### src/rtl/pulse_scheduler.sv
// ============================================================================
// Module   : pulse_scheduler
// Purpose  : Round-robin arbiter sharing one pulse output between requesters,
//            with cycle-counted pulse widths and a minimum low gap.
//            Define PULSE_SCHED_ABORT_EN to add the `abort` input.
// Revision : 1.0 - initial release
// ============================================================================
`default_nettype none

module pulse_scheduler #(
    parameter int NUM_REQ  = 4,
    parameter int W100_CYC = 5,
    parameter int W500_CYC = 25,
    parameter int W1US_CYC = 50,
    parameter int GAP_CYC  = 2
) (
    input  logic                   clk,
    input  logic                   rst,
    input  logic [NUM_REQ-1:0]     req,
    input  logic [2*NUM_REQ-1:0]   req_width,
`ifdef PULSE_SCHED_ABORT_EN
    input  logic                   abort,
`endif
    output logic [NUM_REQ-1:0]     grant,
    output logic [NUM_REQ-1:0]     done,
    output logic                   pulse,
    output logic                   busy
);

    localparam int CNT_MAX = (W1US_CYC > GAP_CYC) ? W1US_CYC : GAP_CYC;
    localparam int CNT_W   = $clog2(CNT_MAX + 1);
    localparam int IDX_W   = $clog2(NUM_REQ);

    typedef enum logic [1:0] {
        S_IDLE  = 2'd0,
        S_PULSE = 2'd1,
        S_GAP   = 2'd2
    } state_t;

    state_t               r_state, w_state_nx;
    logic [CNT_W-1:0]     r_cnt, w_cnt_nx;
    logic [IDX_W-1:0]     r_ptr, w_ptr_nx;
    logic [IDX_W-1:0]     r_idx, w_idx_nx;
    logic                 r_pulse, w_pulse_nx;
    logic                 r_busy, w_busy_nx;
    logic [NUM_REQ-1:0]   r_grant, w_grant_nx;
    logic [NUM_REQ-1:0]   r_done, w_done_nx;

    logic                 w_found;
    logic [IDX_W-1:0]     w_win;
    logic [IDX_W-1:0]     w_cand_idx;
    int                   w_cand;
    logic [1:0]           w_code;
    logic                 w_abort;

`ifdef PULSE_SCHED_ABORT_EN
    assign w_abort = abort;
`else
    assign w_abort = 1'b0;
`endif

    function automatic logic [CNT_W-1:0] code_cycles(input logic [1:0] code);
        case (code)
            2'b01:   code_cycles = CNT_W'(W500_CYC);
            2'b10:   code_cycles = CNT_W'(W1US_CYC);
            default: code_cycles = CNT_W'(W100_CYC);   // 11 is reserved -> shortest width
        endcase
    endfunction

    function automatic logic [NUM_REQ-1:0] onehot(input logic [IDX_W-1:0] i);
        onehot    = '0;
        onehot[i] = 1'b1;
    endfunction

    // Round-robin search: first asserted request strictly after the pointer, wrapping.
    always_comb begin
        w_found    = 1'b0;
        w_win      = r_ptr;
        w_cand     = 0;
        w_cand_idx = '0;
        for (int k = 1; k <= NUM_REQ; k++) begin
            w_cand     = (int'(r_ptr) + k) % NUM_REQ;
            w_cand_idx = IDX_W'(w_cand);
            if (!w_found && req[w_cand_idx]) begin
                w_found = 1'b1;
                w_win   = w_cand_idx;
            end
        end
    end

    assign w_code = req_width[{w_win, 1'b0} +: 2];

    always_comb begin
        w_state_nx = r_state;
        w_cnt_nx   = r_cnt;
        w_ptr_nx   = r_ptr;
        w_idx_nx   = r_idx;
        w_pulse_nx = 1'b0;
        w_grant_nx = '0;
        w_done_nx  = '0;
        case (r_state)
            S_IDLE: begin
                if (w_found) begin
                    w_state_nx = S_PULSE;
                    w_cnt_nx   = code_cycles(w_code);
                    w_ptr_nx   = w_win;
                    w_idx_nx   = w_win;
                    w_pulse_nx = 1'b1;
                    w_grant_nx = onehot(w_win);
                end
            end
            S_PULSE: begin
                if (w_abort || r_cnt == CNT_W'(1)) begin
                    w_state_nx = S_GAP;
                    w_cnt_nx   = CNT_W'(GAP_CYC);
                    w_done_nx  = onehot(r_idx);
                end else begin
                    w_cnt_nx   = r_cnt - CNT_W'(1);
                    w_pulse_nx = 1'b1;
                end
            end
            S_GAP: begin
                if (r_cnt == CNT_W'(1)) begin
                    w_state_nx = S_IDLE;
                    w_cnt_nx   = '0;
                end else begin
                    w_cnt_nx   = r_cnt - CNT_W'(1);
                end
            end
            default: begin
                w_state_nx = S_IDLE;
                w_cnt_nx   = '0;
            end
        endcase
        w_busy_nx = (w_state_nx != S_IDLE);
    end

    always_ff @(posedge clk or posedge rst) begin
        if (rst) begin
            r_state <= S_IDLE;
            r_cnt   <= '0;
            r_ptr   <= IDX_W'(NUM_REQ - 1);
            r_idx   <= '0;
            r_pulse <= 1'b0;
            r_busy  <= 1'b0;
            r_grant <= '0;
            r_done  <= '0;
        end else begin
            r_state <= w_state_nx;
            r_cnt   <= w_cnt_nx;
            r_ptr   <= w_ptr_nx;
            r_idx   <= w_idx_nx;
            r_pulse <= w_pulse_nx;
            r_busy  <= w_busy_nx;
            r_grant <= w_grant_nx;
            r_done  <= w_done_nx;
        end
    end

    assign grant = r_grant;
    assign done  = r_done;
    assign pulse = r_pulse;
    assign busy  = r_busy;

endmodule

`default_nettype wire

### config.mk
export PLATFORM = sky130hd
export DESIGN_NAME = pulse_scheduler
export DESIGN_NICKNAME = d
export VERILOG_FILES = /design/src/rtl/pulse_scheduler.sv
export SDC_FILE = /design/constraint.sdc
export NUM_CORES = 1
export LEC_CHECK = 0
export CAP_MARGIN = 20
export CORE_MARGIN = 2
export CORE_UTILIZATION = 50
export DETAILED_ROUTE_END_ITERATION = 12
export GPL_TIMING_DRIVEN = 0
export PLACE_DENSITY = 0.87
export SETUP_SLACK_MARGIN = 0.2
export SLEW_MARGIN = 40
export SYNTH_ARGS = -nofsm -noshare
export SYNTH_HDL_FRONTEND = slang
export SYNTH_SLANG_ARGS = --single-unit
### constraint.sdc
create_clock -name clk -period 2.8 [get_ports clk]
set_clock_uncertainty 0.15 [all_clocks]
set_input_delay 0.28 -clock clk [delete_from_list [all_inputs] [get_ports clk]]
set_output_delay 0.28 -clock clk [all_outputs]
set_load 0.1 [all_outputs]
==> results.cfg, run 1 <==
[floorplan]
fp.dieW_um = 53.5
die_y_um = 53.5
core_area_sq_um = 2250
start_util_pct = 54.3
dieArea_sq_um = 2860
core.rowCount = 17
ios = 24

[synthesis]
synth_top_area_share_pct = 40.9
postSynth.asyncResetShare_pct = 100
syn-cell-area_sq_um = 1220
yosysWarnings = 0
synth_edf_count = 0
yosys.cell_count.top_type = dfrtp_1
ys_ff_latch = 22
ys_types = 37
netlist_instances = 127
synth_largest_area_cell = dfrtp_1
seq_area_frac_synth_pct = 45.1
synth_commonest_cells = dfrtp_1 (20), nand2_1 (18), a21oi_1 (10), nor2_1 (8), nor3_1 (8)
synth_nets = 146
synth_area_per_cell_sq_um = 9.65
synthTopCellsByArea = dfrtp_1 (41%), nand2_1 (5.5%), ha_1 (5.1%), dfstp_2 (4.3%), a21oi_1 (4.1%)
synthFlopType = dfrtp_1

[run]
maxCapViolations = 0

[clock_tree]
cts_root_buf = clkbuf_4
numClockSinks = 22
cts_max_level = 1
path_clk_slew_ns = 0.13
cts_buffer_depth = 2
cts_tree = built
clkLatencyLatePin_ns = 0.32
cts_made_buffers = 3

[route]
num_vias = 1122
drc = 0
vias_per_cell = 5.97
first_iter_violations = 18
wl_per_cell_um = 16.1
drt-total-wl_mm = 3.02
firstDrtPassIters = 4
drtAntennaViolNets = 0

[timing]
tightest_slew_ns = 0.696
slew_headroom_pct = 53.2
whs_ns = 0.122
grt_setup_unrepaired = true
hold_viol_final = 0
final.setup.tns_ns = 0
fin_crit_sh_pct = 94.2
final_max_slew_viol_count = 0
min_period_ns = 2.64
max_freq_mhz = 379
finalWorstSetupSlack_ns = 0.161
setup_violations = 0

[critical_path]
rr_worst_depth = 10
critPathKind = register to register
critPathCaptureType = register
reg2reg_slack_ns = 0.16
crit_path_max_fanout = 6
worstReg2RegStart = r_ptr[1]$_DFFE_PP1P_
worstPathArrival_ns = 2.69
start_kind = register
required_ns = 2.85
r2r_end = r_cnt[0]$_DFFE_PP0P_

[placed_design]
dp_slack_ns = -0.183
gp_congestion = 0.912
port_buffers = 23
place_area_sq_um = 1440
dpl.cell_count = 178
place_hpwl_mm = 2.10

[global_routing]
overflow = 0
gr-usage-all-layers_pct = 22.3
grt_max_degree = 23
grt_pass1_vias = 1066
antenna_found_initial = 0
grt_pass1_wl_mm = 4.54

[final_layout]
insertedDiodeCount = 0
num-nets-final = 180
design_area_sq_um = 1630
area_delta_synth_final_pct = 32.7
final_layout_size_suffix_gt1_share_pct = 27.5
post-route-util_pct = 72.1
final_cells = 188

[power_and_ir_drop]
ir_worst_vdd_mv = 0.658
leakage_nw = 0.710
power_mw = 1.90
powerDensity_nw_per_um2 = 1170

[status]
outcome = completed

[hold_path]
min_path_type = input port to asynchronous set/reset pin
-- layout make-up --
class	instances	area (sq um)
well taps	28	35.0
clock inverters	1	30.0
repair buffers	29	238
fillers	165	629
inverters	5	18.8
flip-flops and latches	22	553
multi-input cells	96	704
clock buffers	3	22.5
plain buffers	4	23.8
-- metal layers --
| metal | track usage (%) | routed length [um] | up-vias |
|---|---|---|---|
| met2 | 38.9 | 1560 | 40 |
| met1 | 26.4 | 1220 | 537 |
| met3 | 3.11 | 103 | 15 |
| met5 | 0 | 0 | - |
| met4 | 11.1 | 134 | 0 |
| li1 | - | - | 530 |
-- placed cells by master (no fill, tap or decap), types with 3 or more instances in the layout --
master,n
nand2b_1,4
ha_1,4
nor3b_1,3
nor2b_1,3
buf_4,5
o21ai_1,5
dfrtp_1,20
clkbuf_4,3
nor2_1,8
nor3_1,7
nand2_1,15
inv_1,4
buf_2,11
a21oi_1,8
clkdlybuf4s50_1,13
-- report_power, final --
part,switching (mW),leakage [nW],internal [mW]
Sequential,0.107,0.270,0.436
Clock,0.0990,0.0279,0.145
Combinational,0.673,0.412,0.444
-- cell families after synthesis --
kind of cell / synth area share (%)
AO/OA/AOI/OAI: 23.8
flip-flops: 45.1
AND/OR/NAND/NOR: 22.8
buffers and inverters: 3.17
adder cells (fa/ha/maj): 5.11
-- what timing repair did --
item,CTS,global route
endpoints found under the setup margin,4,4
pin swaps,5,9
hold buffers,0,0
buffers inserted,4,2
gates resized for setup,8,11
-- state kept, by name, summed over array words and instances (netlist names) --
name and cells:
r_ptr 2, r_idx 2, r_state 2, busy 1, pulse 1, grant 4, done 4, r_cnt 6
-- critical path, stage by stage (launching register included) --
cell,delay [ns]
dfstp_2,0.56
buf_6,0.13
nand2_4,0.05
and3b_2,0.24
a211oi_4,0.29
a21oi_1,0.17
a32o_2,0.29
ha_1,0.20
nor2_1,0.10
a21oi_1,0.05
o32ai_1,0.29
-- worst max path at each step --
stage                         start                   end  slack [ns]  depth (start not counted)
3_3_place_gp                 req[3]  r_cnt[5]$_DFFE_PP0P_       0.004                         10
6_report       r_ptr[1]$_DFFE_PP1P_  r_cnt[0]$_DFFE_PP0P_        0.16                         10
5_1_grt        r_ptr[1]$_DFFE_PP1P_  r_cnt[0]$_DFFE_PP0P_        0.03                         10
2_1_floorplan  r_ptr[1]$_DFFE_PP1P_  r_cnt[5]$_DFFE_PP0P_        0.37                         10
4_1_cts        r_ptr[1]$_DFFE_PP1P_  r_cnt[2]$_DFFE_PP0P_        0.20                          9
3_5_place_dp                 req[1]  r_cnt[5]$_DFFE_PP0P_       -0.18                         10
Power figures use the tool's default switching activity.
==> inputs of run 2 (changes only) <==
GPL_TIMING_DRIVEN = not set   (was 0)
clock period = 3 ns   (was 2.8 ns; I/O delays follow)
==> run 2 against run 1 <==
Hold slack improved by 0.023 ns. Combinational power fell by 22%. Sequential power down 1%. Sequential share of layout area increased by 2.4 points. Sequential cell count is the same. Non-clock buffer count down 8. Via count shrank 2.9%. Cell area fell by 6.5%. Maximum frequency up 3.5%. Register-to-register slack gained 0.29 ns. Routed wire length shrank 13%. Global-route usage shrank 0.77 points. Highest routed layer unchanged.
==> results.cfg, run 2 (synthesized netlist as in run 1, its figures left out) <==
[status]
outcome = completed

[timing]
max_freq_mhz = 392
min_period_ns = 2.55
final.setup.tns_ns = 0
setup_violations = 0
slew_headroom_pct = 53.6
hold_viol_final = 0
fin_crit_sh_pct = 85.0
grt_setup_unrepaired = false
tightest_slew_ns = 0.690
final_max_slew_viol_count = 0

[floorplan]
dieArea_sq_um = 2860
fp.dieW_um = 53.5
core_area_sq_um = 2250
start_util_pct = 54.3
core.rowCount = 17
die_y_um = 53.5
ios = 24

[power_and_ir_drop]
ir_worst_vdd_mv = 0.634
pwr-share-seq_pct = 32.9
p_int_mw = 0.880
leakage_nw = 0.652
powerDensity_nw_per_um2 = 1070
power_mw = 1.63
switching_share_pct = 46.1
clkPwrFrac_pct = 14.0
power.switching_mw = 0.754
power_frac_comb_pct = 53.2

[clock_tree]
cts_buffer_depth = 2
numClockSinks = 22
cts_made_buffers = 3
holdBufCountCts = 0
cts_max_level = 1
cts_root_buf = clkbuf_4
path_clk_slew_ns = 0.12
clkLatencyLatePin_ns = 0.31
cts_tree = built

[placed_design]
place_area_sq_um = 1450
port_buffers = 23
place_hpwl_mm = 2.02
gp_congestion = 0.884

[critical_path]
crit_path_max_fanout = 8
cpMaxStageDelayCell = dfstp_2
crit_chain = nand2b_1, a21oi_1, a311oi_2, a21oi_1, a32o_1, ha_1, a32o_1, a21oi_1, o21ai_0
critPathCaptureType = register
cpPeakStageDelay_ns = 0.64
worstPathArrival_ns = 2.60
critPathKind = register to register
required_ns = 3.05
crit_top_cell = a21oi_1
start_kind = register

[final_layout]
design_area_sq_um = 1520
fillCellCount = 212
final_layout_size_suffix_gt1_share_pct = 17.1
layout_common_cells = dfrtp_1 (20), nand2_1 (18), clkdlybuf4s50_1 (13), buf_4 (12), a21oi_1 (10)
insertedDiodeCount = 0
largest_reg_flops = 6
num-nets-final = 172
regMostFlops = r_cnt
final_common_cell = dfrtp_1
area_delta_synth_final_pct = 24.1

[route]
drt-total-wl_mm = 2.62
drc = 0
first_iter_violations = 40
vias_per_cell = 6.05
drtAntennaViolNets = 0
firstDrtPassIters = 4
wl_per_cell_um = 14.6
num_vias = 1089

[global_routing]
grt_max_degree = 23
grt_pass1_wl_mm = 4.43
overflow = 0
gr-usage-all-layers_pct = 21.5
antenna_found_initial = 0
grt_pass1_vias = 1097

[run]
maxCapViolations = 0

[hold_path]
min_path_type = input port to asynchronous set/reset pin
[run 2: cell count changes in the layout (fill, tap and decap cells not counted), sizes merged]
| cell | delta |
|---|---|
| clkbuf | -2 |
| buf | -6 |
[run 2: final cells by class]
type | count | area, sq um | share of cell area (%)
well taps | 28 | 35.0 | 2.30
repair buffers | 25 | 220 | 14.5
clock buffers | 3 | 22.5 | 1.48
multi-input cells | 96 | 641 | 42.1
flip-flops and latches | 22 | 553 | 36.4
inverters | 5 | 18.8 | 1.23
clock inverters | 1 | 30.0 | 1.98
[run 2: layer usage]
metal / wire length, um / global-route usage (%) / vias to the layer above / part of all wire, %
met2: 1340 / 38.7 / 35 / 51
met5: 0 / 0 / - / 0
met4: 55 / 12.0 / 0 / 2.1
met3: 91 / 1.69 / 5 / 3.5
li1: - / - / 521 / -
met1: 1130 / 24.8 / 528 / 43
[run 2: final timing paths]
| path | start | endpoint | slack, ns | cells past startpoint |
|---|---|---|---|---|
| min in group clk | r_idx[0]$_DFFE_PP0P_ | done[2]$_DFF_PP0_ | 0.36 | 1 |
| max in group asynchronous | rst | r_ptr[1]$_DFFE_PP1P_ | 2.22 | 2 |
| hold / removal | rst | done[0]$_DFF_PP0_ | 0.15 | 2 |
| setup reg to reg | r_ptr[1]$_DFFE_PP1P_ | r_cnt[5]$_DFFE_PP0P_ | 0.45 | 9 |
| hold reg to reg | r_idx[0]$_DFFE_PP0P_ | done[2]$_DFF_PP0_ | 0.36 | 1 |
| setup / recovery | r_ptr[1]$_DFFE_PP1P_ | r_cnt[5]$_DFFE_PP0P_ | 0.45 | 9 |
[run 2: metrics by stage]
stage / util (%) / cells / hold WS (ns) / worst slack [ns]
after floorplan: - / 127 / 0.138 / 0.571
after global placement: 64.4 / 175 / 0.332 / 0.241
after detailed placement: 64.4 / 175 / 0.343 / 0.131
after CTS: 66.8 / 179 / 0.298 / 0.421
after global routing: 67.4 / 180 / 0.198 / 0.222
final: 67.4 / 180 / 0.145 / 0.450
[run 2: worst max-delay path: cells and delay by family (launching register included)]
kind                     cells  cell delay (ns)
AO/OA/AOI/OAI                7             1.30
flip-flops                   1             0.64
adder cells (fa/ha/maj)      1             0.22
AND/OR/NAND/NOR              1             0.13
[run 2: power groups by stage]
| stage | Sequential, mW | Combinational, mW | Clock (mW) |
|---|---|---|---|
| final | 0.537 | 0.868 | 0.228 |
| after global placement | 0.530 | 0.809 | 0 |
| after detailed placement | 0.536 | 0.842 | 0 |
| after CTS | 0.530 | 0.847 | 0.232 |
| after global routing | 0.555 | 0.955 | 0.242 |
| after floorplan | 0.638 | 0.551 | 0 |
[run 2: repair_timing]
item                                   4_1_cts  5_1_grt
gates resized for setup                      0        1
setup endpoints to repair                    0        1
endpoints found under the hold margin        0        0
buffers inserted                             0        1
